`config.mk`:
```
export PLATFORM = sky130hd
export DESIGN_NAME = uart_imem_loader
export DESIGN_NICKNAME = d
export VERILOG_FILES = /design/src/rtl/uart_imem_loader.sv
export SDC_FILE = /design/constraint.sdc
export NUM_CORES = 1
export LEC_CHECK = 0
export CAP_MARGIN = 10
export CELL_PAD_IN_SITES_DETAIL_PLACEMENT = 1
export CELL_PAD_IN_SITES_GLOBAL_PLACEMENT = 2
export CORE_MARGIN = 2
export CORE_UTILIZATION = 38
export CTS_CLUSTER_DIAMETER = 200
export DETAILED_ROUTE_END_ITERATION = 10
export PLACE_DENSITY_LB_ADDON = 0.1
export SYNTH_ARGS = -nofsm -noshare
export SYNTH_HDL_FRONTEND = slang
export SYNTH_SLANG_ARGS = --single-unit
```
`constraint.sdc`:
```
create_clock -name clk -period 3 [get_ports clk]
set_input_delay 0.6 -clock clk [delete_from_list [all_inputs] [get_ports clk]]
set_output_delay 0.6 -clock clk [all_outputs]
set_load 0.1 [all_outputs]
```
`src/rtl/uart_imem_loader.sv`:
```
// UART boot loader: receives an 0xA5-framed, length-prefixed image over 8N1 serial
// and writes it word by word into instruction memory, releasing the CPU when done.
module uart_imem_loader #(
    parameter int CLKS_PER_BIT = 868,
    parameter int INST_MEM_N   = 9
) (
    input  logic                  clk,
    input  logic                  rst_n,
    input  logic                  rx,
    output logic                  imem_we,
    output logic [INST_MEM_N-1:0] imem_addr,
    output logic [31:0]           imem_wd,
    output logic                  cpu_rst_n,
    output logic                  busy,
    output logic                  error
);
    localparam int              TW        = $clog2(CLKS_PER_BIT + 1);
    localparam logic [TW-1:0]   T_HALF    = TW'(CLKS_PER_BIT / 2 - 1);
    localparam logic [TW-1:0]   T_FULL    = TW'(CLKS_PER_BIT - 1);
    localparam logic [16:0]     MAX_WORDS = 17'(2 ** (INST_MEM_N - 2));
    localparam logic [7:0]      SYNC_BYTE = 8'hA5;

    typedef enum logic [1:0] {RX_IDLE, RX_START, RX_BITS, RX_STOP} rx_state_t;
    typedef enum logic [2:0] {S_SYNC, S_LEN_LO, S_LEN_HI, S_DATA, S_DONE} ld_state_t;

    logic                  r_rx_meta, r_rx_sync, r_rx_prev;
    rx_state_t             r_rx_state, w_rx_state_nxt;
    logic [TW-1:0]         r_tmr, w_tmr_nxt;
    logic [2:0]            r_bit_idx, w_bit_idx_nxt;
    logic [7:0]            r_shift, w_shift_nxt;
    logic                  r_byte_vld, w_byte_vld_nxt;
    logic                  r_frame_err, w_frame_err_nxt;

    ld_state_t             r_state, w_state_nxt;
    logic [15:0]           r_count, w_count_nxt;
    logic [15:0]           r_widx, w_widx_nxt;
    logic [1:0]            r_bcnt, w_bcnt_nxt;
    logic                  r_we, w_we_nxt;
    logic [INST_MEM_N-1:0] r_addr, w_addr_nxt;
    logic [31:0]           r_wd, w_wd_nxt;
    logic                  r_error, w_error_nxt;
    logic [15:0]           w_len, w_widx_inc;

    always_ff @(posedge clk or negedge rst_n) begin
        if (!rst_n) begin
            r_rx_meta   <= 1'b1;
            r_rx_sync   <= 1'b1;
            r_rx_prev   <= 1'b1;
            r_rx_state  <= RX_IDLE;
            r_tmr       <= '0;
            r_bit_idx   <= '0;
            r_shift     <= '0;
            r_byte_vld  <= 1'b0;
            r_frame_err <= 1'b0;
            r_state     <= S_SYNC;
            r_count     <= '0;
            r_widx      <= '0;
            r_bcnt      <= '0;
            r_we        <= 1'b0;
            r_addr      <= '0;
            r_wd        <= '0;
            r_error     <= 1'b0;
        end else begin
            r_rx_meta   <= rx;
            r_rx_sync   <= r_rx_meta;
            r_rx_prev   <= r_rx_sync;
            r_rx_state  <= w_rx_state_nxt;
            r_tmr       <= w_tmr_nxt;
            r_bit_idx   <= w_bit_idx_nxt;
            r_shift     <= w_shift_nxt;
            r_byte_vld  <= w_byte_vld_nxt;
            r_frame_err <= w_frame_err_nxt;
            r_state     <= w_state_nxt;
            r_count     <= w_count_nxt;
            r_widx      <= w_widx_nxt;
            r_bcnt      <= w_bcnt_nxt;
            r_we        <= w_we_nxt;
            r_addr      <= w_addr_nxt;
            r_wd        <= w_wd_nxt;
            r_error     <= w_error_nxt;
        end
    end

    // Receiver: timer is reloaded at each sample point and counts down to the next one.
    always_comb begin
        w_rx_state_nxt  = r_rx_state;
        w_tmr_nxt       = r_tmr;
        w_bit_idx_nxt   = r_bit_idx;
        w_shift_nxt     = r_shift;
        w_byte_vld_nxt  = 1'b0;
        w_frame_err_nxt = 1'b0;
        case (r_rx_state)
            RX_IDLE: begin
                if (r_rx_prev && !r_rx_sync) begin
                    w_rx_state_nxt = RX_START;
                    w_tmr_nxt      = T_HALF;
                end
            end
            RX_START: begin
                if (r_tmr != '0) begin
                    w_tmr_nxt = r_tmr - 1'b1;
                end else if (r_rx_sync) begin
                    w_rx_state_nxt = RX_IDLE;
                end else begin
                    w_rx_state_nxt = RX_BITS;
                    w_tmr_nxt      = T_FULL;
                    w_bit_idx_nxt  = '0;
                end
            end
            RX_BITS: begin
                if (r_tmr != '0) begin
                    w_tmr_nxt = r_tmr - 1'b1;
                end else begin
                    w_shift_nxt = {r_rx_sync, r_shift[7:1]};
                    w_tmr_nxt   = T_FULL;
                    if (r_bit_idx == 3'd7) w_rx_state_nxt = RX_STOP;
                    else                   w_bit_idx_nxt  = r_bit_idx + 3'd1;
                end
            end
            RX_STOP: begin
                if (r_tmr != '0) begin
                    w_tmr_nxt = r_tmr - 1'b1;
                end else begin
                    w_rx_state_nxt  = RX_IDLE;
                    w_byte_vld_nxt  = r_rx_sync;
                    w_frame_err_nxt = !r_rx_sync;
                end
            end
            default: w_rx_state_nxt = RX_IDLE;
        endcase
    end

    assign w_len      = {r_shift, r_count[7:0]};
    assign w_widx_inc = r_widx + 16'd1;

    // Loader: the write strobe cycle is also where the word index advances.
    always_comb begin
        w_state_nxt = r_state;
        w_count_nxt = r_count;
        w_widx_nxt  = r_widx;
        w_bcnt_nxt  = r_bcnt;
        w_we_nxt    = 1'b0;
        w_addr_nxt  = r_addr;
        w_wd_nxt    = r_wd;
        w_error_nxt = r_error;
        if (r_frame_err) begin
            w_state_nxt = S_SYNC;
            w_error_nxt = 1'b1;
            w_bcnt_nxt  = '0;
        end else if (r_we) begin
            w_widx_nxt = w_widx_inc;
            if (w_widx_inc == r_count) w_state_nxt = S_DONE;
        end else if (r_byte_vld) begin
            case (r_state)
                S_SYNC, S_DONE: begin
                    if (r_shift == SYNC_BYTE) begin
                        w_state_nxt = S_LEN_LO;
                        w_error_nxt = 1'b0;
                        w_widx_nxt  = '0;
                        w_bcnt_nxt  = '0;
                    end
                end
                S_LEN_LO: begin
                    w_count_nxt[7:0] = r_shift;
                    w_state_nxt      = S_LEN_HI;
                end
                S_LEN_HI: begin
                    w_count_nxt = w_len;
                    if ({1'b0, w_len} > MAX_WORDS) begin
                        w_error_nxt = 1'b1;
                        w_state_nxt = S_SYNC;
                    end else if (w_len == 16'd0) begin
                        w_state_nxt = S_DONE;
                    end else begin
                        w_state_nxt = S_DATA;
                    end
                end
                S_DATA: begin
                    w_wd_nxt   = {r_shift, r_wd[31:8]};
                    w_bcnt_nxt = r_bcnt + 2'd1;
                    if (r_bcnt == 2'd3) begin
                        w_we_nxt   = 1'b1;
                        w_addr_nxt = {r_widx[INST_MEM_N-3:0], 2'b00};
                    end
                end
                default: w_state_nxt = S_SYNC;
            endcase
        end
    end

    assign imem_we   = r_we;
    assign imem_addr = r_addr;
    assign imem_wd   = r_wd;
    assign error     = r_error;
    assign cpu_rst_n = (r_state == S_DONE);
    assign busy      = (r_state == S_LEN_LO) || (r_state == S_LEN_HI) || (r_state == S_DATA);
endmodule

```
## After elaboration in Yosys (flattened, before gate mapping)

Index checks and enable logic that the tools add are counted.

- Register bits after elaboration: 106
- Bits of input ports: 3
- Logic and storage cells: 131

- Add/subtract/negate cells: 4
- Magnitude comparators: 1
- Equal/unequal tests: 26
- Multiplexer cells: 50
- Bitwise operators: 3
- Reduce and logical (&&, ||, !) cells: 29

Operator list:

| operator | count |
|---|---|
| 2-to-1 mux 16 bit | 4 |
| 2-to-1 mux 10 bit | 5 |
| case mux 10 bit (4 select lines) | 1 |
| 2-to-1 mux 3 bit | 11 |
| AND reduction 4 bit | 6 |
| 2-to-1 mux 2 bit | 10 |
| AND reduction 5 bit | 4 |
| inequality test 2 bit (second input constant) | 9 |
| adder 16 x 1 -> 16 bit (second input constant) | 1 |
| equality test 16 bit | 1 |
| greater-than comparator 16 x 8 -> 1 bit (second input constant) | 1 |
| zero test 16 bit | 1 |
| 2-to-1 mux 1 bit | 14 |
| inequality test 3 bit (second input constant) | 4 |
| case mux 3 bit (4 select lines) | 1 |
| nonzero test 10 bit | 1 |
| nonzero test 2 bit | 5 |
| subtractor 10 x 1 -> 10 bit (second input constant) | 1 |
| nonzero test 3 bit | 3 |
| equality test 8 bit (second input constant) | 1 |
| case mux 2 bit (4 select lines) | 1 |
| equality test 2 bit (second input constant) | 3 |
| equality test 3 x 2 -> 1 bit (second input constant) | 2 |
| equality test 3 bit (second input constant) | 2 |
| other kinds (18) | 21 |

## Longest topological paths before layout

- Word-level depth: 7
- Depth in mapped cells: 10
- Gate-level depth less buffers: 9

## Worst setup path after synthesis

Ideal clock, no wire load.

- Kind: reg-to-output
- From: reg r_state[0]
- To: out busy
- Data arrival time: 1.941 ns
- Data required time: 2.400 ns
- Slack: 0.459 ns
- Stages on the path, launching flop included: 4
- Buffers on the path: 1
- Cells stage by stage: dfrtp_1 -> clkbuf_1 -> nor2_1 -> nor2_1

- Longest elaborated chain between the ends: 3

Ends and longest elaborated chain:

| what | RTL line | text |
|---|---|---|
| start, declared | 34 | `ld_state_t r_state, w_state_nxt;` |
| start signal, assigned | 73 | `r_state <= w_state_nxt;` |
| equality test 3 x 1 -> 1 bit / equality test 3 x 2 -> 1 bit (equally long branches) | 196 | `assign busy = (r_state == S_LEN_LO) \|\| (r_state == S_LEN_HI) \|\| (r_state == S_DATA);` |
| logical OR 1 bit | 196 |  |
| logical OR 1 bit (*) | 196 |  |
| end, declared | 14 | `output logic busy,` |

Mark *: on every way between the ends. The rest lies on a longest branch, timed or not.

## Final worst setup path

- From: reg r_widx[3]
- To: reg r_state[0]

- Longest elaborated chain between the ends: 4

Ends and longest elaborated chain:

| what | RTL line | text |
|---|---|---|
| start, declared | 36 | `logic [15:0] r_widx, w_widx_nxt;` |
| start signal, assigned | 75 | `r_widx <= w_widx_nxt;` |
| adder 16 x 1 -> 16 bit | 134 | `assign w_widx_inc = r_widx + 16'd1;` |
| equality test 16 bit | 152 | `if (w_widx_inc == r_count) w_state_nxt = S_DONE;` |
| inequality test 3 x 2 -> 1 bit (no source line) | -- |  |
| AND reduction 4 bit (no source line) | -- |  |

Every way passes these cells.
A chain may end at the register's enable or synchronous reset.

==> results_dict.tcl <==
set metrics [dict create \
    yosys_warnings 0 \
    final_common_cell "dfrtp_1" \
    yosys_most_used_dff "dfrtp_1" \
    dieArea_um2 15100 \
    antenna_found_initial 0 \
    hpwl_um 9860 \
    drt_first_iter_violations 187 \
    min_period_ns 2.62 \
    p_leak_nw 2.94 \
    fp-row-count 43 \
    nNetsFinal 563 \
    critPathKind "flip-flop to flip-flop" \
    wl_um 13500 \
    worstMarginPinSlew_ns 0.766 \
    grt_max_degree 49 \
    wl_per_cell_um 18.3 \
    critPathMaxFanout 9 \
    num_antenna_cells 0 \
    die_y_um 123 \
    ys_types 63 \
    cap_violations 0 \
    clock_path_buffers 2 \
    hold_class "primary input to asynchronous set/reset pin" \
    fp.dieW_um 123 \
    fillerInstances 1511 \
    cts_max_level 3 \
    start_kind "flip-flop" \
    ys_seq_area_share_pct 49.4 \
    viasPerCell 5.50 \
    start_util_pct 38.9 \
    antenna_left 0 \
    place.gp.congestion 0.878 \
    core_area_um2 13800 \
    p_per_area_nw_per_um2 546 \
    layout_common_cells "103 x dfrtp_1, 55 x o21ai_0, 55 x mux2_2, 50 x buf_4, 47 x nand2_1" \
    synth_enable_flop_cells 0 \
    slew_violations 0 \
    status "finished clean" \
    setup_viol 0 \
    grtUsageMet3_pct 3.27 \
    fin_crit_sh_pct 87.2 \
    num_io_pins 48 \
    drc 0 \
    rsz0062_at_grt "false" \
    grt_pass1_wl_um 22700 \
    synth_area_um2 5380 \
    grt-ovfl-total 0 \
    required_ns 3.24 \
    cts_repair_resize_count 0 \
    async_reset_ff_share_pct 100 \
    crit_arrival_ns 2.85 \
    slew_headroom_pct 48.9 \
    timing.hold.ws_ns 0.242 \
    dr.pass1.iters 6 \
    grt_pass1_vias 4279 \
    drive_gt1_share_pct 24.7 \
    syn_to_final_growth_pct 14.7 \
    tns_ns 0 \
    cts_root_buf "clkbuf_16" \
    ys_ff_latch 106 \
    cts_buffers 9 \
    end_kind "flip-flop" \
    vias 4043 \
    cts.hold.buffers_added 0 \
    track_usage_pct 19.3 \
    top_usage_layer "met2" \
    avgSynthCellArea_um2 10.5 \
    cts.clk_slew.worst_paths_ns 0.08 \
    skew_ns 0.00858 \
    grt_use_met2_pct 33.9 \
    ir_drop_v 0.000388 \
    netlist_instances 513 \
    cts_tree "built" \
    fmax_ghz 0.382 \
    finalHoldViolCount 0 \
    cts.sinks 106 \
    numPortBuffers 45 \
    grtUsageMet1_pct 23.7 \
    post_cts_buffers 0 \
    insertion_delay_ns 0.36 \
]
report_power, final:
part / switching (mW) / total [mW] / internal, mW
Sequential: 0.0768 / 1.58 / 1.50
Clock: 0.583 / 1.17 / 0.585
Combinational: 0.408 / 0.619 / 0.210
metal layers:
metal	vias up	wire (um)
li1	1928	-
met1	2045	6000
met2	52	6870
met3	18	335
met4	0	253
met5	-	0
cells by family after synthesis:
| family | after synthesis | share of synthesized area [%] |
|---|---|---|
| AO/OA/AOI/OAI | 114 | 13.4 |
| other | 1 | 0.0697 |
| adder cells (fa/ha/maj) | 10 | 2.33 |
| AND/OR/NAND/NOR | 163 | 16.2 |
| buffers and inverters | 43 | 3.54 |
| flip-flops | 106 | 49.4 |
| multiplexers | 58 | 12.1 |
| XOR/XNOR | 18 | 2.93 |
metrics by stage:
stage	cells	setup slack, ns	utilization [%]	power [mW]	instance area [um2]
final	735	0.384	44.6	3.37	6170
after global routing	735	0.189	44.6	3.58	6170
after CTS	735	0.377	44.6	3.43	6170
after detailed placement	719	0.396	42.5	2.24	5880
after global placement	719	0.493	42.5	2.20	5880
after floorplan	514	0.459	-	2.06	5380
critical path, stage by stage (launching register included):
cell and delay, ns:
dfrtp_1 0.55, nand4_1 0.36, nor2_1 0.40, mux2i_1 0.25, o2111ai_1 0.17, nor4_4 0.34, a21boi_2 0.11, mux2_1 0.31
flip-flops by register name (all words and copies together), names as in the netlist, named ones only:
name / cells
imem_wd: 32
r_count: 16
r_widx: 16
r_tmr: 10
r_shift: 8
imem_addr: 7
r_bit_idx: 3
r_state: 3
r_bcnt: 2
error: 1
imem_we: 1
r_byte_vld: 1
r_frame_err: 1
r_rx_meta: 1
r_rx_prev: 1
r_rx_state: 1
r_rx_sync: 1
worst paths after layout:
check                      slack, ns                     end                  start  cells after the start
max                             0.38  r_state[0]$_DFFE_PN0P_  r_widx[3]$_DFFE_PN0P_                      7
min in group clk                0.36     r_rx_sync$_DFF_PN1_    r_rx_meta$_DFF_PN1_                      0
min reg2reg                     0.36     r_rx_sync$_DFF_PN1_    r_rx_meta$_DFF_PN1_                      0
max in group asynchronous       2.04     r_rx_meta$_DFF_PN1_                  rst_n                      2
max reg2reg                     0.38  r_state[0]$_DFFE_PN0P_  r_widx[3]$_DFFE_PN0P_                      7
min                             0.24  r_widx[14]$_DFFE_PN0P_                  rst_n                      1
layout make-up:
class / count / area (um2) / share of cell area (%)
Sequential cell: 106 / 2660 / 43.1
Multi-Input combinational cell: 365 / 2530 / 41.1
Timing Repair Buffer: 52 / 405 / 6.57
Clock buffer: 10 / 229 / 3.71
Tap cell: 180 / 225 / 3.65
Inverter: 16 / 60.1 / 0.974
Clock inverter: 6 / 56.3 / 0.913
cells in the mapped netlist (3+ instances only):
cell type / n / share of area (%)
a21oi_1: 14 / 1.3
a31oi_1: 6 / 0.70
and3_1: 5 / 0.58
buf_2: 5 / 0.47
buf_4: 6 / 0.84
clkbuf_1: 14 / 0.98
dfrtp_1: 103 / 48
dfstp_2: 3 / 1.5
ha_1: 10 / 2.3
inv_1: 15 / 1.0
mux2_2: 55 / 12
nand2_1: 47 / 3.3
nand2b_1: 7 / 0.81
nand3_1: 10 / 0.93
nand4_1: 7 / 0.81
nor2_1: 37 / 2.6
nor2b_1: 3 / 0.35
nor3_1: 13 / 1.2
nor3b_1: 3 / 0.42
nor4_1: 9 / 1.0
o21ai_0: 55 / 5.1
o22ai_1: 4 / 0.47
o31ai_1: 4 / 0.56
o41ai_1: 4 / 0.65
or3_1: 4 / 0.47
or4_1: 3 / 0.42
xnor2_1: 12 / 2.0
xor2_1: 6 / 0.98
Power figures use the tool's default switching activity.
==> edit 1, RTL diff (same flow settings) <==
Make the reset (`rst_n`) synchronous in one clocked block.
--- a/src/rtl/uart_imem_loader.sv
+++ b/src/rtl/uart_imem_loader.sv
@@ -41,7 +41,7 @@
     logic                  r_error, w_error_nxt;
     logic [15:0]           w_len, w_widx_inc;
 
-    always_ff @(posedge clk or negedge rst_n) begin
+    always_ff @(posedge clk) begin
         if (!rst_n) begin
             r_rx_meta   <= 1'b1;
             r_rx_sync   <= 1'b1;
Check against the original RTL: same outputs for any inputs over 10 cycles, from zero or initial values and one cycle with rst_n low; that may be too few to reach the edited logic, so the function may still have changed.
==> edit 1 against the unedited design <==
  * Wire length increased by 11%
  * Die area decreased by 4.9%
  * First-iteration DRC count increased by 8.6%
  * Sequential power decreased by 8%
  * Highest routed layer unchanged
  * Synthesized area decreased by 5.1%
  * Cell area decreased by 3.2%
  * Sequential cell count unchanged
  * Total power decreased by 10%
  * Critical path depth unchanged
  * Setup slack got worse by 0.15 ns
==> edit 1: results (changes against the unedited design) <==
| Metric | Value |
|---|---|
| Status | finished clean (unchanged) |
| Final Wtd Congestion | 0.877 (was 0.878) |
| Hold path startpoint | r_rx_meta |
| Clk slew on worst S/H paths | 0.07 ns |
| Routed wl met3 | 495 µm (was 335 µm) |
| Area of placed instances | 5660 µm² (was 5880 µm²) |
| DR top layer | met4 (unchanged) |
| Routed wire length per instance | 17.3 µm (was 18.3 µm) |
| Critical Path Start | r_widx[2] (was r_widx[3]) |
| Routed met1 length | 7070 µm (was 6000 µm) |
| CP Max Fanout | 12 (was 9) |
| Worst hold-check path type | flip-flop to flip-flop (was input pin to async pin) |
| Placed Cells | 848 (was 719) |
| Number of buffers created by CTS | 9 (unchanged) |
| LEAKAGE | 2.23 nW (was 2.94 nW) |
| Post-synthesis async set-or-reset flop share | 0% (was 100%) |
| Worst Path Arrival | 3.02 ns (was 2.85 ns) |
| Pre-antenna DRT Iters | 4 (was 6) |
| Port bufs | 45 (unchanged) |
| Post-DP HPWL | 10,600 µm (was 9860 µm) |
| Syn_area_per_cell | 7.90 µm² (was 10.5 µm²) |
| Setup Fix Bufs, Post-CTS | 0 (unchanged) |
| Delay-heaviest family, CP | simple AND/OR/NAND/NOR gates (unchanged) |
| Synthesis Warnings | 0 (unchanged) |
| GRT Util Overall | 21.5% (was 19.3%) |
| Routed Antenna Nets | 0 (unchanged) |
| Initial antenna violation count | 0 (unchanged) |
| Largest net degree at the start of global routing | 65 (was 49) |
| Top_reg_cell synth | dfxtp_1 (was dfrtp_1) |
| Inserted Diodes | 0 (unchanged) |
| Layout cell share with drive strength beyond 1 | 14.4% (was 24.7%) |
| Clock root cell | clkbuf_16 (unchanged) |
| Synth top area cells | dfxtp_1 42%, nand2_1 8.4%, a21oi_1 6.6%, nor2_1 4.7%, nand3_1 3.2% (was dfrtp_1 48%, mux2_2 12%, o21ai_0 5.1%, nand2_1 3.3%, nor2_1 2.6%) |
| Final WL | 15,000 µm (was 13,500 µm) |
| Via count | 4,648 (was 4,043) |
| Layout Nets | 696 (was 563) |
| Clk_lat worst skew | 0.36 ns (about the same) |
| Clk_skew | 0.00742 ns (was 0.00858 ns) |
| Max FFs per register | 32 (unchanged) |
| Top cells by count, synth | 114 x nand2_1, 106 x dfxtp_1, 67 x a21oi_1 (was 103 x dfrtp_1, 55 x mux2_2, 55 x o21ai_0) |
| H-tree depth | 3 (unchanged) |
| First-pass GRT wire length | 24,400 µm (was 22,700 µm) |
| DRT iter0 DRCs | 203 (was 187) |
| Slew HR | 53.2% (was 48.9%) |
| DR WL met2 | 7070 µm (was 6870 µm) |
| CP max stage cell | or4_4 (was dfrtp_1) |
| Max stage delay on crit path | 0.56 ns |
| Clock Path Buffers | 2 (unchanged) |
| Register area share after synthesis | 41.6% (was 49.4%) |
| Maximum vdd ir drop | 0.314 mV (was 0.388 mV) |
| Distinct cell type count after synthesis | 58 (was 63) |
-- edit 1: cell types whose count changed in the layout (fill, tap and decap cells not counted), sizes merged, moves of 6 or more --
cell,change
dfxtp,+106
dfrtp,-103
nand2,+67
mux2,-55
a21oi,+52
nor2,+27
o21ai,-24
nand3,+23
mux2i,+15
buf,+14
a21boi,+11
a211oi,+6
inv,-6
-- edit 1: final timing paths --
| check | cells after the start | endpoint | slack [ns] |
|---|---|---|---|
| min reg2reg | 1 | r_rx_sync | 0.42 |
| min | 1 | r_rx_sync | 0.42 |
| max reg2reg | 7 | r_state[1] | 0.23 |
| max | 7 | r_state[1] | 0.23 |
-- edit 1: timing repair --
action / CTS / global route
setup endpoints to repair: 0 / 1
hold endpoints to repair: 0 / 0
resized for setup: 0 / 4
-- edit 1: kinds of logic (layout without fill, tap and decap cells) --
kind of cell,after synthesis,count (layout),share of synthesized area (%)
xor+xnor,20,20,3.43
compound gates,148,148,17.5
simple gates,290,290,26.9
buf+inv,53,94,4.51
other cells,1,2,0.0735
fa+ha+maj,10,10,2.45
flops,106,106,41.6
mux,18,18,3.58
-- edit 1: area by class of cell --
type                    instances  area, µm²
fillers                      1635       7220
multi-input cells             488       2760
flip-flops and latches        106       2120
repair buffers                 67        520
clock buffers                   9        225
well taps                     176        220
clock inverters                 7       72.6
inverters                      11       41.3
-- edit 1: per-layer routing --
metal,GRT usage (%),vias up
li1,-,2328
met1,28.4,2219
met2,34.9,77
met3,4.09,24
met4,8.16,0
met5,0,-
-- edit 1: report_power, final --
group | internal, mW | switching [mW]
Clock | 0.589 | 0.600
Sequential | 1.43 | 0.0283
Combinational | 0.121 | 0.254
Total | 2.14 | 0.883
-- edit 1: per-stage QoR --
| step | utilization (%) | power [mW] | setup WS [ns] | hold slack [ns] |
|---|---|---|---|---|
| floorplan | - | 1.75 | 0.325 | 0.386 |
| global placement | 42.9 | 1.86 | 0.255 | 0.400 |
| detailed placement | 42.9 | 1.87 | 0.186 | 0.401 |
| CTS | 45.2 | 3.06 | 0.156 | 0.431 |
| global route | 45.2 | 3.16 | 0.0305 | 0.450 |
| finish | 45.2 | 3.02 | 0.232 | 0.424 |
==> edit 2, RTL diff (config.mk and constraints unchanged) <==
Without the edit above. Set the parameter `INST_MEM_N` to 10 (it was 9).
--- a/src/rtl/uart_imem_loader.sv
+++ b/src/rtl/uart_imem_loader.sv
@@ -2,7 +2,7 @@
 // and writes it word by word into instruction memory, releasing the CPU when done.
 module uart_imem_loader #(
     parameter int CLKS_PER_BIT = 868,
-    parameter int INST_MEM_N   = 9
+    parameter int INST_MEM_N   = 10
 ) (
     input  logic                  clk,
     input  logic                  rst_n,
Ports: changed (resized imem_addr); port bits go from 48 to 49. No check against the original RTL was run, so the function may have changed too.
==> edit 2 against the unedited design <==
  * Synthesized cell count fell by 1.2%
  * Setup slack got worse by 0.12 ns
  * Wire length is 2.7% lower
  * Sequential share of layout area up 0.45 points
  * Total power rose by 3.8%
  * Synthesized area shrank 0.30%
  * Global-route usage shrank 0.59 points
  * Die area down 0.29%
  * Sequential cell count grew 1
  * Cell area barely moved
  * Hold slack worse by 0.0025 ns
  * Maximum frequency down 4.4%
  * Critical endpoint unchanged
  * Largest cell class unchanged
  * Largest power group unchanged
==> edit 2: results (changes against the unedited design) <==
| Metric | Value |
|---|---|
| Largest net degree at the start of global routing | 46 (was 49) |
| CP Max Fanout | 8 (was 9) |
| Layout cell share with drive strength beyond 1 | 26.7% (was 24.7%) |
| GRT Util Overall | 18.8% (was 19.3%) |
| First-pass GRT wire length | 22,000 µm (was 22,700 µm) |
| Max stage delay on crit path | 0.51 ns (was 0.55 ns) |
| Worst hold slack | 0.240 ns (was 0.242 ns) |
| LEAKAGE | 3.04 nW (was 2.94 nW) |
| Pre-antenna DRT Iters | 4 (was 6) |
| Register area share after synthesis | 50.0% (was 49.4%) |
| DRT iter0 DRCs | 154 (was 187) |
| Status | finished clean (unchanged) |
| Routed wire length per instance | 17.9 µm (was 18.3 µm) |
| Top cells by count, synth | 104 x dfrtp_1, 56 x mux2_2, 55 x nand2_1 (was 103 x dfrtp_1, 55 x mux2_2, 55 x o21ai_0) |
| Worst Path Arrival | 3.04 ns (was 2.85 ns) |
| FF-to-FF Start | r_widx[1] (was r_widx[3]) |
| Slew HR | 46.7% (was 48.9%) |
| Synth top area cells | dfrtp_1 49%, mux2_2 12%, o21ai_0 4.5%, nand2_1 3.9%, ha_1 2.6% (was dfrtp_1 48%, mux2_2 12%, o21ai_0 5.1%, nand2_1 3.3%, nor2_1 2.6%) |
| Port bufs | 46 (was 45) |
| Place WS | 0.249 ns (was 0.396 ns) |
| Clk_skew | 0.0168 ns (was 0.00858 ns) |
| Layout Nets | 560 (was 563) |
| Reg2Reg Setup Slack | 0.26 ns (was 0.38 ns) |
| Maximum vdd ir drop | 0.293 mV (was 0.388 mV) |
| # fillers | 1,500 (was 1,511) |
| Final Wtd Congestion | 0.802 (was 0.878) |
| Post-DP HPWL | 9250 µm (was 9860 µm) |
| DR WL met2 | 6800 µm (was 6870 µm) |
| Via count | 3,984 (was 4,043) |
| Routed wl met3 | 275 µm (was 335 µm) |
==> edit 2: cell count changes after synthesis, sizes merged, moves of 5 or more <==
| cell | delta |
|---|---|
| buf | -5 |
| clkbuf | +8 |
| nand2 | +8 |
| nand2b | -5 |
| o21ai | -7 |
==> edit 2: per-stage QoR <==
stage / std cells / instance area [µm²] / power [mW]
finish: 731 / 6160 / 3.50
global route: 731 / 6160 / 3.72
CTS: 731 / 6160 / 3.56
detailed placement: 715 / 5850 / 2.30
global placement: 715 / 5850 / 2.27
floorplan: 508 / 5370 / 2.09
==> edit 2: worst max-delay path by stage <==
stage	startpoint	to	slack, ns
after global placement	r_widx[0]	r_state[0]	0.31
after detailed placement	r_widx[0]	r_state[0]	0.25
after CTS	r_widx[0]	r_state[0]	0.22
final	r_widx[1]	r_state[0]	0.26
after global routing	r_widx[1]	r_state[0]	0.04
after floorplan	r_state[1]	busy	0.49
==> edit 2: power breakdown <==
part           total (mW)  internal (mW)  switching (mW)
Clock                1.23          0.619           0.616
Sequential           1.60           1.52          0.0802
Combinational       0.666          0.222           0.443
==> edit 2: area by class of cell <==
cell class              count  area share [%]
multi-input cells         358            39.7
repair buffers             57            7.19
inverters                  13           0.792
flip-flops and latches    107            43.5
clock inverters             6            1.26
well taps                 180            3.65
clock buffers              10            3.88
==> edit 2: logic make-up after synthesis <==
group / after synthesis / share of synthesized area, %
xor+xnor: 17 / 2.78
fa+ha+maj: 11 / 2.57
buf+inv: 43 / 4.50
flops: 107 / 50.0
compound gates: 110 / 13.0
other cells: 1 / 0.0699
simple gates: 162 / 15.3
mux: 56 / 11.8
==> edit 2: per-layer routing <==
layer,up-vias,GRT usage (%)
met5,-,0
met4,0,4.45
met3,14,4.28
met2,35,32.8
met1,2041,23.4
li1,1894,-
==> edit 2: timing repair <==
action	in CTS	in global routing
resized for setup	0	1
endpoints found under the setup margin	0	1
buffers inserted	0	0
==> edit 2: critical path: cells and delay by family, from the launching register on <==
family	cells	cell delay (ns)
buffers and inverters	1	0.17
flip-flops	1	0.51
XOR/XNOR	1	0.11
AND/OR/NAND/NOR	3	0.76
AO/OA/AOI/OAI	3	0.83
adder cells (fa/ha/maj)	1	0.30
